$ cat config.mk
export PLATFORM = sky130hd
export DESIGN_NAME = cic_multi_dec
export DESIGN_NICKNAME = d
export VERILOG_FILES = /design/src/rtl/cic_pkg.sv /design/src/rtl/cic_comb_stage.sv /design/src/rtl/cic_multi_dec.sv
export SDC_FILE = /design/constraint.sdc
export NUM_CORES = 1
export LEC_CHECK = 0
export ABC_AREA = 1
export CAP_MARGIN = 20
export CORE_ASPECT_RATIO = 1.1
export CORE_MARGIN = 2
export CORE_UTILIZATION = 45
export DETAILED_ROUTE_END_ITERATION = 8
export PLACE_DENSITY = 0.58
export SLEW_MARGIN = 20
export SYNTH_ARGS = -nofsm -noshare
export SYNTH_HDL_FRONTEND = slang
export SYNTH_SLANG_ARGS = --single-unit
$ cat constraint.sdc
create_clock -name clk -period 6 [get_ports clk]
set_input_delay 0.9 -clock clk [delete_from_list [all_inputs] [get_ports clk]]
set_output_delay 0.9 -clock clk [all_outputs]
set_load 0.02 [all_outputs]
$ cat src/rtl/cic_pkg.sv
// Shared constants and width helper for the multi-stage CIC decimator.
package cic_pkg;

  localparam int MAX_ORDER = 6;

  // Register growth is ex bits per integrator/comb pair on top of the input width.
  function automatic int cic_width(input int dw, input int order, input int ex);
    return dw + order * ex;
  endfunction

endpackage

$ cat src/rtl/cic_comb_stage.sv
// One differentiator stage of the CIC comb chain: out = in - previous in, on valid only.
module cic_comb_stage
  import cic_pkg::*;
#(
  parameter int w = 28
) (
  input  logic         clk,
  input  logic         rst_n,
  input  logic [w-1:0] in,
  input  logic         in_valid,
  output logic [w-1:0] out,
  output logic         out_valid
);

  logic [w-1:0] h_q, h_d;
  logic [w-1:0] c_q, c_d;
  logic         v_q, v_d;

  always_comb begin
    h_d = h_q;
    c_d = c_q;
    if (in_valid) begin
      c_d = in - h_q;
      h_d = in;
    end else begin
      c_d = c_q;
      h_d = h_q;
    end
    v_d = in_valid;
  end

  always_ff @(posedge clk or negedge rst_n) begin
    if (!rst_n) begin
      h_q <= '0;
      c_q <= '0;
      v_q <= 1'b0;
    end else begin
      h_q <= h_d;
      c_q <= c_d;
      v_q <= v_d;
    end
  end

  assign out       = c_q;
  assign out_valid = v_q;

endmodule

$ cat src/rtl/cic_multi_dec.sv
// Nth-order CIC decimator with runtime ratio or external block marker, and a
// comb chain that is pipelined so a new block may end on every input gate.
module cic_multi_dec
  import cic_pkg::*;
#(
  parameter int dw        = 16,
  parameter int ex        = 10,
  parameter int order     = 3,
  parameter int signed_io = 0,
  parameter int ext_roll  = 0
) (
  input  logic          clk,
  input  logic          rst_n,
  input  logic [dw-1:0] data_in,
  input  logic          data_in_gate,
  input  logic          roll,
  input  logic [ex-1:0] rate,
  output logic [dw-1:0] data_out,
  output logic          data_out_gate
);

  localparam int W = cic_width(dw, order, ex);

  logic [W-1:0]  x_s;
  logic [W-1:0]  int_chain_s [order+1];
  logic [W-1:0]  comb_s      [order+1];
  logic          valid_s     [order+1];
  logic          roll_s;
  logic [ex-1:0] div_q, div_d;
  logic          v0_q, v0_d;
  logic [dw-1:0] data_out_q, data_out_d;
  logic          data_out_gate_q, data_out_gate_d;

  if (signed_io != 0) begin : g_sext
    assign x_s = {{(W-dw){data_in[dw-1]}}, data_in};
  end else begin : g_zext
    assign x_s = {{(W-dw){1'b0}}, data_in};
  end

  assign int_chain_s[0] = x_s;

  // Each integrator adds the pre-edge value of its predecessor, so the cascade
  // carries order-1 cycles of extra delay that the comb output absorbs.
  for (genvar k = 1; k <= order; k++) begin : g_int
    logic [W-1:0] acc_q, acc_d;

    always_comb begin
      if (data_in_gate) begin
        acc_d = acc_q + int_chain_s[k-1];
      end else begin
        acc_d = acc_q;
      end
    end

    always_ff @(posedge clk or negedge rst_n) begin
      if (!rst_n) begin
        acc_q <= '0;
      end else begin
        acc_q <= acc_d;
      end
    end

    assign int_chain_s[k] = acc_q;
  end

  // Block-end decision; comparing with >= lets a lowered rate end the block at once.
  always_comb begin
    roll_s = 1'b0;
    div_d  = div_q;
    if (data_in_gate) begin
      if (ext_roll != 0) begin
        roll_s = roll;
      end else begin
        roll_s = (div_q >= rate);
      end
      if (roll_s) begin
        div_d = '0;
      end else begin
        div_d = div_q + ex'(1);
      end
    end else begin
      roll_s = 1'b0;
      div_d  = div_q;
    end
    v0_d = roll_s;
  end

  always_ff @(posedge clk or negedge rst_n) begin
    if (!rst_n) begin
      div_q <= '0;
      v0_q  <= 1'b0;
    end else begin
      div_q <= div_d;
      v0_q  <= v0_d;
    end
  end

  assign comb_s[0]  = int_chain_s[order];
  assign valid_s[0] = v0_q;

  for (genvar k = 1; k <= order; k++) begin : g_comb
    cic_comb_stage #(.w(W)) u_stage (
      .clk      (clk),
      .rst_n    (rst_n),
      .in       (comb_s[k-1]),
      .in_valid (valid_s[k-1]),
      .out      (comb_s[k]),
      .out_valid(valid_s[k])
    );
  end

  always_comb begin
    if (valid_s[order]) begin
      data_out_d = comb_s[order][W-1 -: dw];
    end else begin
      data_out_d = data_out_q;
    end
    data_out_gate_d = valid_s[order];
  end

  always_ff @(posedge clk or negedge rst_n) begin
    if (!rst_n) begin
      data_out_q      <= '0;
      data_out_gate_q <= 1'b0;
    end else begin
      data_out_q      <= data_out_d;
      data_out_gate_q <= data_out_gate_d;
    end
  end

  assign data_out      = data_out_q;
  assign data_out_gate = data_out_gate_q;

endmodule

* Word level (Yosys, flattened, before mapping)
Index checks and enable logic that the tools add are counted.
** Word-level totals
- Register bits :: 445
- Latch bits :: 0
- RAM bits :: 0
- Bits in read-only memories :: 0
- Output and inout port bits :: 17
- Memories :: 0
** Cells by class
- $add $sub $neg :: 7
- Multiply operators :: 0
- Divide/modulo/power cells :: 0
- Order comparisons :: 1
- Eq/ne operators :: 0
- Shifts and indexed selects :: 0
- Multiplexer cells :: 3
- Bitwise operators :: 0
- Reduce and logical (&&, ||, !) cells :: 0
** Operator list (number)
- 46-bit subtractor :: 3
- 46-bit adder :: 2
- 46-bit by 16-bit adder with 46-bit output :: 1
- 10-bit by 1-bit adder with 10-bit output, second input constant :: 1
- 10-bit greater-or-equal comparator :: 1
- 10-bit two-way mux :: 1
- 1-bit two-way mux :: 2

* Depth between registers and ports, before layout
- Depth in word-level cells :: 3
- Gate-level depth with buffers :: 15

* Modules after synthesis
Synthesis repeated with hierarchy kept, for this count alone.
** Unflattened totals
- Cell total of the unflattened synthesis :: 6081
- Area total of the unflattened synthesis :: 37840.0 um2
** Modules (own cells, without submodules)
- cic_comb_stage :: instances 3, cells an instance 1165, area an instance 7387.1 um2, seq. area each 2327.2 um2
- cic_multi_dec :: instances 1, cells an instance 2586, area an instance 15678.8 um2, seq. area each 4154.0 um2

* Worst setup path after synthesis
No wires, ideal clock.
- Path kind :: input port to flip-flop
- Start :: input data_in[0]
- End :: register g_int[1].acc_q[36]
- Arrival :: 2.497 ns
- Data required time :: 5.883 ns
- Slack :: 3.387 ns
- Stages :: 15
- Cells stage by stage :: ha_1 > inv_1 > fa_1 > inv_1 > nand2_1 > o21ai_2 > inv_1 > o21ai_2 > nand2_1 > nand2_2 > nand3_2 > inv_1 > nand2_1 > nand2_1 > nand2_1
** Between the ends
- Cells in the longest elaborated chain, start to end :: 1
** RTL lines
- from (decl) :: RTL line cic_multi_dec.sv:14 : input logic [dw-1:0] data_in,
- 46-bit by 16-bit adder with 46-bit output :: RTL line cic_multi_dec.sv:49 : acc_d = acc_q + int_chain_s[k-1];
- to (signal assigned) :: RTL line cic_multi_dec.sv:57 : acc_q <= '0;
- to (signal assigned) :: RTL line cic_multi_dec.sv:59 : acc_q <= acc_d;
- to (decl) :: RTL line cic_multi_dec.sv:45 : logic [W-1:0] acc_q, acc_d;
Every way passes these cells.
A chain may end at the register's enable or synchronous reset.

* Worst setup path after layout
Same ends and word-level chain as after synthesis.

==> impl_table.tex <==
\begin{tabular}{lr}
\hline
Metric & Value \\
\hline
\multicolumn{2}{l}{\textbf{Run status}} \\
\quad Result of the run & finished, final reports clean \\
\multicolumn{2}{l}{\textbf{STA}} \\
\quad Final worst path period need & between 2000 and 3000 ps \\
\quad Setup slack of the critical path after layout & between 3000 and 4000 ps \\
\quad Final clock period utilization by the worst path & 49.9\% \\
\quad Worst max-slew margin expressed relative to the limit & 44.3\% \\
\quad Worst clock skew on the final layout & between 30 and 40 ps \\
\quad Setup repair after global routing missed its margin & no \\
\quad Max-slew violations & 0 \\
\quad Transition time at the pin with the least slew margin & 828 ps \\
\quad Final-report hold violation count & 0 \\
\quad Post-route setup TNS & 0 ps \\
\quad Final setup viols & 0 \\
\quad Max Fclk & about 0.33 GHz \\
\quad Hold slack & roughly 230 ps \\
\multicolumn{2}{l}{\textbf{Clock tree}} \\
\quad Number of buffers inserted by post-CTS setup repair & 0 \\
\quad TritonCTS clock tree & yes \\
\quad Clock transition at the registers of the reported paths & approximately 60 ps \\
\quad \# hold bufs at CTS & 0 \\
\quad CTS root buf & clkbuf\_16 \\
\quad Number of buffers inserted during clock tree synthesis & 50 \\
\quad Clock Latency Late Sink & roughly 620 ps \\
\quad Buffer levels on the longest clock path & 3 \\
\quad H-tree level count & 2 \\
\quad Quantity of gates resized following cts & 0 \\
\quad Clock sink count & 415 \\
\multicolumn{2}{l}{\textbf{Worst setup path}} \\
\quad Crit path capture type & flop \\
\quad Required time at the worst-slack endpoint & 6500 ps \\
\quad WP data arrival & between 3000 and 4000 ps \\
\quad Max FO, Critical Path & 5 \\
\quad Crit Path Category & primary input to flop \\
\quad Category of the worst setup path launch point & primary input \\
\multicolumn{2}{l}{\textbf{GRT}} \\
\quad Largest net degree at the start of global routing & $\sim$130 \\
\quad Wire length of the first global-routing pass & approximately 170000 µm \\
\quad Vias in the first global route & 32800 \\
\quad Global Route met3 Usage & under 10\% \\
\quad GRT Residual Overflow & 0 \\
\quad Initial antenna violation count & 0 \\
\quad GR Layer Usage met2 & 55.5\% \\
\quad Met1 global-route usage & 28.3\% \\
\quad Most Used Layer, Global Route & met2 \\
\quad Global routing usage summed across all routing layers & between 20\% and 30\% \\
\multicolumn{2}{l}{\textbf{Placement}} \\
\quad RePlAce Congestion & $\sim$0.96 \\
\quad Estimated wirelength of the detail-placed design & 91000 µm \\
\quad Post-place instance area & roughly 0.035 mm² \\
\quad Minimum setup slack after placement & 2370 ps \\
\quad Input/output buffers & 45 \\
\multicolumn{2}{l}{\textbf{Power}} \\
\quad Portion of total power attributed to combinational logic & around 67\% \\
\quad Power density normalized to cell area & 641 mW/mm² \\
\quad Clk pwr share & 13.1\% \\
\quad Fraction of power spent switching nets & 53.5\% \\
\quad Sequential Power Share & about 20\% \\
\quad Design internal power & roughly 11 mW \\
\quad Leakage Power & $\sim$20 nW \\
\quad Worst ir drop on vdd & between 0.2 and 0.3 mV \\
\quad NetSw & 12.7 mW \\
\multicolumn{2}{l}{\textbf{Layout}} \\
\quad Fill cell instance count of the final layout & $\sim$8000 \\
\quad Fin area & about 0.037 mm² \\
\quad Area of the multi-input gates & 0.0200 mm² \\
\quad Seq. cell area & between 0.01 and 0.015 mm² \\
\quad Fraction of layout instances using a drive strength above 1 & roughly 3.0\% \\
\quad Synth-to-Final Area Change & 9.33\% \\
\quad Utilization after layout & 49.8\% \\
\quad Final net count & around 5700 \\
\quad Antenna cells & 0 \\
\multicolumn{2}{l}{\textbf{Floorplanning}} \\
\quad Ports & 47 \\
\quad Die Footprint & a little under 0.08 mm² \\
\quad Effective utilization at floorplan & between 40\% and 50\% \\
\quad Core ar. & 0.0746 mm² \\
\quad Placement row count & between 100 and 150 \\
\quad Vertical extent of the die & between 200 and 300 µm \\
\quad Die width & approximately 270 µm \\
\multicolumn{2}{l}{\textbf{Route}} \\
\quad Initial DRT Pass Iterations & 5 \\
\quad DRC violations left & 0 \\
\quad Routed via count divided by cell count & 5.08 \\
\quad Average wire per standard cell & 17.3 µm \\
\quad Post-route antenna net violation count & 0 \\
\quad Total via count after detailed routing & 32500 \\
\quad Violation count after the first detailed-routing iteration & approximately 1700 \\
\quad Routed wire length & 111000 µm \\
\multicolumn{2}{l}{\textbf{Worst hold path}} \\
\quad Class of the most critical hold timing path & primary input to asynchronous set/reset pin \\
\multicolumn{2}{l}{\textbf{Flow run}} \\
\quad Total of max-cap violations & 0 \\
\multicolumn{2}{l}{\textbf{Logic synthesis}} \\
\quad Register bit total from synthesis & $\sim$420 \\
\quad Mapped Area & 0.0340 mm² \\
\quad Cells after Synth & 5369 \\
\quad FFs w/ async S/R, synth & 100\% \\
\quad Synthesized net count & between 5000 and 6000 \\
\quad Number of warnings reported in the yosys synthesis log & 0 \\
\quad Sequential element share of the synthesized area & a little under a third \\
\quad Synthesized area per cell & around 6.3 µm² \\
\quad Prevailing post-synth register cell & dfrtp\_1 \\
\quad Number of distinct library cells after synthesis & 47 \\
\quad Post-synth EDFFs & 0 \\
\hline
\end{tabular}
==> layout by cell type (no fill, tap or decap), types with 6 or more instances in the layout <==
cell type / count
nand2_1: 1983
inv_1: 852
nor2_1: 468
dfrtp_1: 412
nand3_1: 332
o21ai_0: 313
ha_1: 251
a21oi_1: 234
xnor2_1: 96
nand4_1: 76
clkbuf_16: 51
o21bai_1: 50
nor3_1: 48
clkdlybuf4s50_1: 43
nand3b_1: 25
xor2_1: 18
mux2_2: 14
nor2_2: 11
or2_2: 11
o21a_1: 11
clkbuf_1: 11
o21ai_1: 10
buf_4: 10
clkbuf_8: 8
and2_1: 7
clkinv_2: 7
nor4_1: 6
nand3_2: 6
a21o_1: 6
nand2_2: 6
==> power by group through the flow <==
stage	combinational (mW)	clock, mW	sequential (mW)
after floorplan	11.5	0	4.56
after global placement	15.7	0	4.84
after detailed placement	15.8	0	4.87
after CTS	15.9	3.19	4.83
after global routing	17.9	3.30	4.98
final	15.9	3.11	4.83
==> critical path, cell delays in order <==
cell	delay (ps)
clkdlybuf4s50_1	480
ha_1	190
inv_1	90
fa_1	410
inv_1	120
nand2_1	90
o21ai_2	190
inv_1	80
o21ai_2	270
nand2_1	110
nand2_2	180
nand3_2	130
inv_1	110
nand2_1	50
nand2_1	60
nand2_1	50
==> area by class of cell <==
| cell class | count | area share (%) |
|---|---|---|
| clock buffer | 70 | 3.84 |
| clock inverter | 20 | 0.650 |
| inverter | 857 | 8.67 |
| multi-input combinational | 4017 | 54.0 |
| sequential | 415 | 28.0 |
| tap | 963 | 3.25 |
| timing repair buffer | 58 | 1.62 |
==> registers in the layout, indices dropped and copies added (netlist names) <==
| register | cells |
|---|---|
| g_comb.u_stage.h_q | 138 |
| data_out | 16 |
| data_out_gate | 1 |
| g_int.acc_q | 138 |
| div_q | 10 |
| v0_q | 1 |
| g_comb.u_stage.out_valid | 3 |
| g_comb.u_stage.out | 108 |
==> Yosys cell counts, types with 2 or more instances <==
cell type | instances | share of area, %
mux2_2 | 14 | 0.46
ha_1 | 251 | 9.2
a21oi_1 | 234 | 3.4
o211ai_2 | 2 | 0.074
a31oi_1 | 4 | 0.074
o21ai_0 | 313 | 4.6
xnor2_1 | 96 | 2.5
nor3_4 | 2 | 0.096
nand3b_1 | 25 | 0.55
or2_2 | 11 | 0.20
nor3_1 | 48 | 0.71
buf_1 | 12 | 0.13
nand2_1 | 1983 | 22
nand3_1 | 332 | 4.9
buf_2 | 10 | 0.15
and2_1 | 7 | 0.13
dfrtp_1 | 415 | 31
nor3_2 | 4 | 0.12
xor2_1 | 18 | 0.46
o21a_1 | 11 | 0.24
nand4_1 | 76 | 1.4
fa_1 | 5 | 0.29
nand3_2 | 6 | 0.18
inv_2 | 4 | 0.044
or2_1 | 4 | 0.074
clkbuf_1 | 57 | 0.63
inv_1 | 852 | 9.4
o21bai_1 | 50 | 1.1
o21ai_2 | 3 | 0.077
o21ai_1 | 10 | 0.15
nor4_1 | 6 | 0.11
nand2_2 | 6 | 0.11
nor2_2 | 11 | 0.20
or2_0 | 2 | 0.037
nor2_1 | 468 | 5.2
a21o_1 | 6 | 0.13
==> logic make-up after synthesis <==
| family | Yosys count | synth area share [%] |
|---|---|---|
| buf+inv | 937 | 10.4 |
| mux | 14 | 0.464 |
| xor+xnor | 114 | 2.94 |
| simple gates | 2995 | 36.0 |
| fa+ha+maj | 256 | 9.54 |
| flops | 415 | 30.6 |
| compound gates | 638 | 10.0 |
==> worst paths after layout <==
check | slack (ps) | cells after the start | end | from
max | 3010 | 16 | g_int[1].acc_q[36] | data_in[0]
min | 230 | 1 | g_comb[3].u_stage.h_q[2] | rst_n
max reg2reg | 3200 | 12 | g_comb[3].u_stage.out[40] | g_comb[2].u_stage.out[34]
min reg2reg | 480 | 2 | g_comb[3].u_stage.out[43] | g_comb[3].u_stage.out[43]
max in group asynchronous | 4690 | 2 | g_comb[2].u_stage.h_q[40] | rst_n
min in group clk | 480 | 2 | g_comb[3].u_stage.out[43] | g_comb[3].u_stage.out[43]
==> layer usage <==
| metal | part of all wire (%) | vias up |
|---|---|---|
| li1 | - | 17000 |
| met1 | 37 | 14600 |
| met2 | 52 | 615 |
| met3 | 2.3 | 353 |
| met4 | 8.6 | 0 |
| met5 | 0 | - |
==> metrics by stage <==
stage               cells  power, mW
floorplan            5369       16.1
global placement     6310       20.5
detailed placement   6310       20.7
CTS                  6400       23.9
global route         6400       26.2
finish               6400       23.8
(Power assumes the default switching activity.)
